[config.mk]
export PLATFORM = sky130hd
export DESIGN_NAME = bit_serial_adder
export DESIGN_NICKNAME = d
export VERILOG_FILES = /design/src/rtl/bit_serial_adder.sv
export SDC_FILE = /design/constraint.sdc
export NUM_CORES = 1
export LEC_CHECK = 0
export BUFFER_PORTS_ARGS = -buffer_cell sky130_fd_sc_hd__buf_2
export CAP_MARGIN = 20
export CORE_MARGIN = 2
export CORE_UTILIZATION = 30
export CTS_BUF_LIST = sky130_fd_sc_hd__clkbuf_4 sky130_fd_sc_hd__clkbuf_8
export DETAILED_ROUTE_END_ITERATION = 12
export PLACE_DENSITY = 0.62
export SLEW_MARGIN = 20
export SYNTH_ARGS = -nofsm -noshare
export SYNTH_HDL_FRONTEND = slang
export SYNTH_HIERARCHICAL = 1
export SYNTH_SLANG_ARGS = --single-unit
export TNS_END_PERCENT = 20
[constraint.sdc]
create_clock -name clk -period 1.15 [get_ports clk]
set_input_delay 0.0575 -clock clk [delete_from_list [all_inputs] [get_ports clk]]
set_output_delay 0.0575 -clock clk [all_outputs]
set_load 0.01 [all_outputs]
[src/rtl/bit_serial_adder.sv]
// Bit-serial WIDTH-bit adder: operands are shifted LSB-first through a single
// full-adder cell, one bit per clock, with a carry flip-flop closing the loop.

module fulladder (
  output logic sum,
  output logic cout,
  input  logic a,
  input  logic b,
  input  logic cin
);

  assign sum  = a ^ b ^ cin;
  assign cout = (a & b) | (cin & (a ^ b));

endmodule

module bit_serial_adder #(
  parameter int WIDTH = 8
) (
  input  logic             clk,
  input  logic             rst,
  input  logic             start,
  input  logic [WIDTH-1:0] a_in,
  input  logic [WIDTH-1:0] b_in,
  input  logic             cin,
  output logic             busy,
  output logic             done,
  output logic [WIDTH-1:0] sum_out,
  output logic             cout
);

  localparam int CNT_W = $clog2(WIDTH);

  localparam logic [1:0] IDLE = 2'd0;
  localparam logic [1:0] RUN  = 2'd1;
  localparam logic [1:0] DONE = 2'd2;

  logic [1:0]       state_q,   state_d;
  logic [WIDTH-1:0] a_sr_q,    a_sr_d;
  logic [WIDTH-1:0] b_sr_q,    b_sr_d;
  logic [WIDTH-1:0] s_sr_q,    s_sr_d;
  logic             carry_q,   carry_d;
  logic [CNT_W-1:0] bit_cnt_q, bit_cnt_d;
  logic [WIDTH-1:0] sum_q,     sum_d;
  logic             cout_q,    cout_d;
  logic             busy_q,    busy_d;
  logic             done_q,    done_d;

  logic fa_sum;
  logic fa_cout;

  fulladder u_fa (
    .sum  (fa_sum),
    .cout (fa_cout),
    .a    (a_sr_q[0]),
    .b    (b_sr_q[0]),
    .cin  (carry_q)
  );

  // NOTE: every signal gets its hold value first so no path through the case
  // leaves one unassigned, which would infer a latch.
  always_comb begin
    state_d   = state_q;
    a_sr_d    = a_sr_q;
    b_sr_d    = b_sr_q;
    s_sr_d    = s_sr_q;
    carry_d   = carry_q;
    bit_cnt_d = bit_cnt_q;
    sum_d     = sum_q;
    cout_d    = cout_q;

    case (state_q)
      IDLE: begin
        if (start) begin
          state_d   = RUN;
          a_sr_d    = a_in;
          b_sr_d    = b_in;
          carry_d   = cin;
          bit_cnt_d = '0;
        end
      end

      RUN: begin
        s_sr_d    = {fa_sum, s_sr_q[WIDTH-1:1]};
        carry_d   = fa_cout;
        a_sr_d    = {1'b0, a_sr_q[WIDTH-1:1]};
        b_sr_d    = {1'b0, b_sr_q[WIDTH-1:1]};
        bit_cnt_d = bit_cnt_q + CNT_W'(1);
        // The last bit goes straight to the result register so sum_out is
        // valid in the same cycle done is high.
        if (bit_cnt_q == CNT_W'(WIDTH - 1)) begin
          state_d = DONE;
          sum_d   = {fa_sum, s_sr_q[WIDTH-1:1]};
          cout_d  = fa_cout;
        end
      end

      DONE: begin
        state_d = IDLE;
      end

      default: begin
        state_d = IDLE;
      end
    endcase
  end

  // Status flags are decoded from the next state and registered, keeping
  // every output a flop.
  always_comb begin
    busy_d = (state_d == RUN);
    done_d = (state_d == DONE);
  end

  // NOTE: sequential state uses non-blocking assignments so every flop samples
  // pre-edge values regardless of statement order. The datapath registers are
  // cleared on reset too, so an aborted operation leaves nothing behind.
  always_ff @(posedge clk) begin
    if (rst) begin
      state_q   <= IDLE;
      a_sr_q    <= '0;
      b_sr_q    <= '0;
      s_sr_q    <= '0;
      carry_q   <= 1'b0;
      bit_cnt_q <= '0;
      sum_q     <= '0;
      cout_q    <= 1'b0;
      busy_q    <= 1'b0;
      done_q    <= 1'b0;
    end else begin
      state_q   <= state_d;
      a_sr_q    <= a_sr_d;
      b_sr_q    <= b_sr_d;
      s_sr_q    <= s_sr_d;
      carry_q   <= carry_d;
      bit_cnt_q <= bit_cnt_d;
      sum_q     <= sum_d;
      cout_q    <= cout_d;
      busy_q    <= busy_d;
      done_q    <= done_d;
    end
  end

  assign busy    = busy_q;
  assign done    = done_q;
  assign sum_out = sum_q;
  assign cout    = cout_q;

endmodule

After elaboration in Yosys (flattened, before gate mapping)
Cells that the tools add are included.
{"block": "totals", "reg_bits": 41, "latchBits": 0, "mem_bits_rw": 0, "romBits": 0, "elab_cells": 36, "mem_count": 0}
{"block": "op_classes", "n_addsub": 1, "mul": 0, "n_div": 0, "n_lt_le_gt_ge": 0, "n_eq_ne": 5, "shift": 0, "mux": 11, "bitwise": 5, "n_reduce_logical": 4}
{"op": "8-bit one-hot mux with 2 select lines", "n": 2}
{"op": "8-bit 2-to-1 mux", "n": 2}
{"op": "3-bit one-hot mux with 2 select lines", "n": 1}
{"op": "2-bit by 1-bit == test with 1-bit output (second input constant)", "n": 2}
{"op": "2-bit 2-to-1 mux", "n": 2}
{"op": "2-bit one-hot mux with 2 select lines", "n": 1}
{"op": "2-bit AND reduction", "n": 2}
{"op": "3-bit by 1-bit adder with 3-bit output (second input constant)", "n": 1}
{"op": "3-bit == test (second input constant)", "n": 1}
{"op": "3-bit 2-to-1 mux", "n": 1}
{"op": "1-bit AND", "n": 2}
{"op": "2-bit == test (second input constant)", "n": 1}
{"op": "2-bit zero test", "n": 1}
{"op": "2-bit inequality test (second input constant)", "n": 1}
{"op": "1-bit one-hot mux with 2 select lines", "n": 1}
{"op": "2-bit nonzero test", "n": 1}
{"op": "1-bit bitwise XOR", "n": 2}
{"op": "1-bit 2-to-1 mux", "n": 1}
{"op": "1-bit bitwise OR", "n": 1}

Depth between registers and ports, before layout
{"block": "logic_depth", "depth_word": 4, "mapped_depth": 6, "depth_no_buf": 5}

Modules after synthesis
Netlist, hierarchy kept.
{"module": "bit_serial_adder", "instances": 1, "cells_per_inst": 170, "area_each_um2": 1641.6}
{"module": "fulladder", "instances": 1, "cells_per_inst": 1, "area_each_um2": 20.0}

Least setup slack after synthesis
No wires, ideal clock.
{"block": "synth_timing", "kind": "register to register", "startpoint": "reg bit_cnt_q[0]", "endpoint": "reg sum_q[7], in the netlist sum_out[7]", "setup_ns": 0.132, "arrival_time_ns": 1.100, "slack_ns": -0.082, "path_stages_with_launch": 7, "path_cell_list": "dfxtp_1 ha_1 ha_1 and3b_1 buf_2 nand2_1 a21oi_1"}
{"block": "synth_via", "elab_chain_len": 2}
{"item": "start, declared", "line": "43", "text": "logic [CNT_W-1:0] bit_cnt_q, bit_cnt_d;"}
{"item": "start signal, assigned", "line": "136", "text": "bit_cnt_q <= bit_cnt_d;"}
{"item": "3-bit == test", "line": "91", "text": "if (bit_cnt_q == CNT_W'(WIDTH - 1)) begin"}
{"item": "2-bit AND reduction (no line)"}
{"item": "end signal, assigned", "line": "137", "text": "sum_q <= sum_d;"}
{"item": "end, declared", "line": "44", "text": "logic [WIDTH-1:0] sum_q, sum_d;"}
No other way between the ends.
A chain may end at the register's enable or synchronous reset.

Worst setup path in the final report
{"block": "layout_timing", "startpoint": "reg bit_cnt_q[0]", "endpoint": "reg sum_q[4], in the netlist sum_out[4]"}
Same word-level chain as after synthesis.

==> results by group <==
Timing
  – Final hold vios: 0
  – Worst Tran Pin Value: 0.2769 ns
  – Slew HR: 0.8154
  – Tcrit/Tclk final: 1.024
  – Crit path time final: 1.178 ns
  – Final setup violation count: 10
  – Setup TNS: -0.1674 ns
  – Worst clock skew: 0.01207 ns
  – RSZ-0062 raised after global routing: true
  – F_max: 849.2 MHz
  – Setup WS post-layout: -0.02762 ns
  – Hold Slack: 0.007919 ns
  – Max-slew violation count: 0

Min path
  – Hold Crit Class: in -> reg
  – HP Start: b_in[7]
  – Hold depth: 3
  – Sink of the worst hold path: b_sr_q[7]

Outcome
  – Status: finished with violations
  – Failing checks: negative setup slack

CTS
  – CTS Buf Count: 5
  – Reg clk slew, reported paths: 0.09 ns
  – CTS tree: done
  – Skew-Pair Late Insertion Delay: 0.30 ns
  – Worst-case clock buffer depth: 2
  – Root Buffer: clkbuf_8
  – Clk sinks: 40
  – H-tree depth: 2
  – Hold-fix buffers at CTS: 0
  – Post CTS Setup Buffer Count: 0

Logic synthesis
  – Synth Register Bits: 40
  – Post-synthesis sequential area ratio: 0.4819
  – Mapped Area: 1662 sq um
  – Mean Syn Cell Area: 9.717 sq um
  – Netlist cell types: 24
  – Synthesis warning total: 6
  – Mapped Cells: 171
  – Post-synth net total: 194

Setup path
  – Launch point of the worst reg-to-reg path: bit_cnt_q[0]
  – Most common cell on crit path: ha_4
  – Worst path max stage delay: 0.35 ns
  – Startpoint Class: flip-flop
  – CP endpoint kind: flip-flop
  – Crit-path cells: ha_4 > ha_4 > nand3b_1 > buf_6 > nand2_2 > a21oi_2
  – Slowest-stage cell, CP: dfxtp_2
  – Worst-path fanout max: 5
  – Reg-to-Reg End: sum_out[4]
  – Reg-to-reg slack, setup: -0.03 ns
  – Critical Path RT: 1.38 ns
  – Crit path arrival time: 1.41 ns
  – Worst R2R Path Depth: 6
  – Crit path max-delay family: flip-flops
  – CP bufs+invs: 1
  – Crit Path Class: reg -> reg

Place
  – Placer Congestion: 0.7364
  – Pre-CTS WS: -0.1398 ns
  – Port Buffer Count: 30
  – DP HPWL: 2314 microns
  – Post-placement cell area: 1997 sq um

Drt
  – Initial DRC count: 68
  – DRT Pass-1 Iters: 4
  – DR DRC count: 0
  – Final ANT Viol Nets: 0
  – Detailed-route via count: 1294
  – Vias per cell: 4.556
  – Final WL: 3431 microns
  – Wire per inst: 12.08 microns

Finish
  – Most frequent cells in the layout: 35 x dfxtp_1, 30 x buf_2, 26 x nand2_1
  – Inserted Diodes: 0
  – Most common cell after layout, fill and taps aside: dfxtp_1
  – Post-layout instance area: 2180 sq um
  – Area Overhead vs Synth: 31.17%
  – Share of cells above drive strength 1: 0.4292
  – # nets final: 234

Pwr
  – Pwr Total: 3011 uW
  – Leakage: 0.0008636 uW
  – Cell Pwr Density: 1382 nW/um^2
  – IR drop worst, VDD: 0.5176 mV

GRT
  – First-pass GRT wire length: 5775 microns
  – GRT Total Usage: 0.1190
  – Initial antenna violation count: 0
  – Vias in the first global route: 1294
  – GRT overflow: 0
  – Pin count of the biggest net entering global routing: 23

Floorplanning
  – Full die area: 6150 sq um
  – Cell row count: 27
  – Die height: 78.42 microns
  – # IOs: 31
  – Initial Utilization: 0.3055
  – Core Box Area: 5439 sq um
  – Chip width: 78.42 microns

Job
  – Max Cap Viol: 0
-- worst max-delay path by stage --
stage / startpoint / slack [ns] / depth (start not counted) / endpoint
final: bit_cnt_q[0] / -0.03 / 6 / sum_out[4]
after global routing: bit_cnt_q[0] / -0.09 / 5 / sum_out[2]
after CTS: bit_cnt_q[0] / -0.02 / 6 / sum_out[4]
after global placement: bit_cnt_q[1] / -0.10 / 5 / sum_out[5]
after detailed placement: bit_cnt_q[1] / -0.14 / 5 / sum_out[7]
after floorplan: bit_cnt_q[0] / 0.007 / 6 / sum_out[7]
-- logic make-up (layout without fill, tap and decap cells) --
kind of cell    Yosys count  in the layout  share of synthesized area
simple gates             61             62                     0.1499
mux                      16             16                    0.09638
fa+ha+maj                 3              3                    0.02711
compound gates           38             38                     0.1981
buf+inv                  13             53                    0.04669
flops                    40             40                     0.4819
-- worst min-delay path, stage by stage --
cell and delay, ns:
buf_2 0.08, a22oi_1 0.05, nor2_1 0.07
-- report_power, final --
group	switching [uW]	total (uW)	internal, uW
sequential	45.9	1500	1450
combinational	181	365	184
clock	507	1150	642
total	734	3010	2280
-- cells in the mapped netlist --
cell type / count / share of area
buf_2: 2 / 0.0060
a211oi_1: 1 / 0.0045
dfxtp_1: 40 / 0.48
nand2_1: 32 / 0.072
buf_1: 2 / 0.0045
nand2b_1: 1 / 0.0038
buf_6: 1 / 0.0068
nand3b_1: 1 / 0.0045
mux2i_1: 16 / 0.096
clkbuf_1: 2 / 0.0045
nor2b_1: 1 / 0.0038
buf_4: 5 / 0.023
fa_1: 1 / 0.012
nor3_1: 2 / 0.0060
a21oi_1: 16 / 0.048
a211oi_2: 15 / 0.11
a22oi_1: 4 / 0.018
and3b_1: 1 / 0.0053
inv_1: 1 / 0.0023
ha_1: 2 / 0.015
o21ba_4: 1 / 0.0098
nor2_1: 22 / 0.050
nor3b_1: 1 / 0.0045
o21bai_1: 1 / 0.0045
-- sequential cells by signal (all words and copies together), names as in the netlist --
signal,flops
bit_cnt_q,3
state_q,2
done,1
s_sr_q,7
a_sr_q,8
busy,1
sum_out,8
carry_q,1
cout,1
b_sr_q,8
-- timing repair --
item / in CTS / in global routing
resized for setup: 18 / 5
pin swaps: 15 / 0
cloned: 1 / 0
endpoints found under the setup margin: 33 / 22
-- final cells by class --
cell class              count  area, sq um
clock inverters             3        42.54
fillers                   560         3259
multi-input cells         119        864.6
repair buffers             44        300.3
clock buffers               5        68.82
well taps                  72        90.09
inverters                   1        3.754
flip-flops and latches     40        809.5
-- per-stage QoR --
stage | utilization | instances
final | 0.4007 | 284
after global routing | 0.4007 | 284
after CTS | 0.3977 | 284
after detailed placement | 0.3672 | 275
after global placement | 0.3672 | 275
after floorplan | - | 171
-- routing by layer --
metal | GRT usage | vias to the layer above | share of wire
met3 | 0.04023 | 6 | 0.041
met5 | 0 | - | 0
met1 | 0.1445 | 598 | 0.48
met2 | 0.1966 | 20 | 0.47
met4 | 0.04211 | 0 | 0.015
li1 | - | 670 | -
Note: power is estimated with default switching activity, not from simulation.
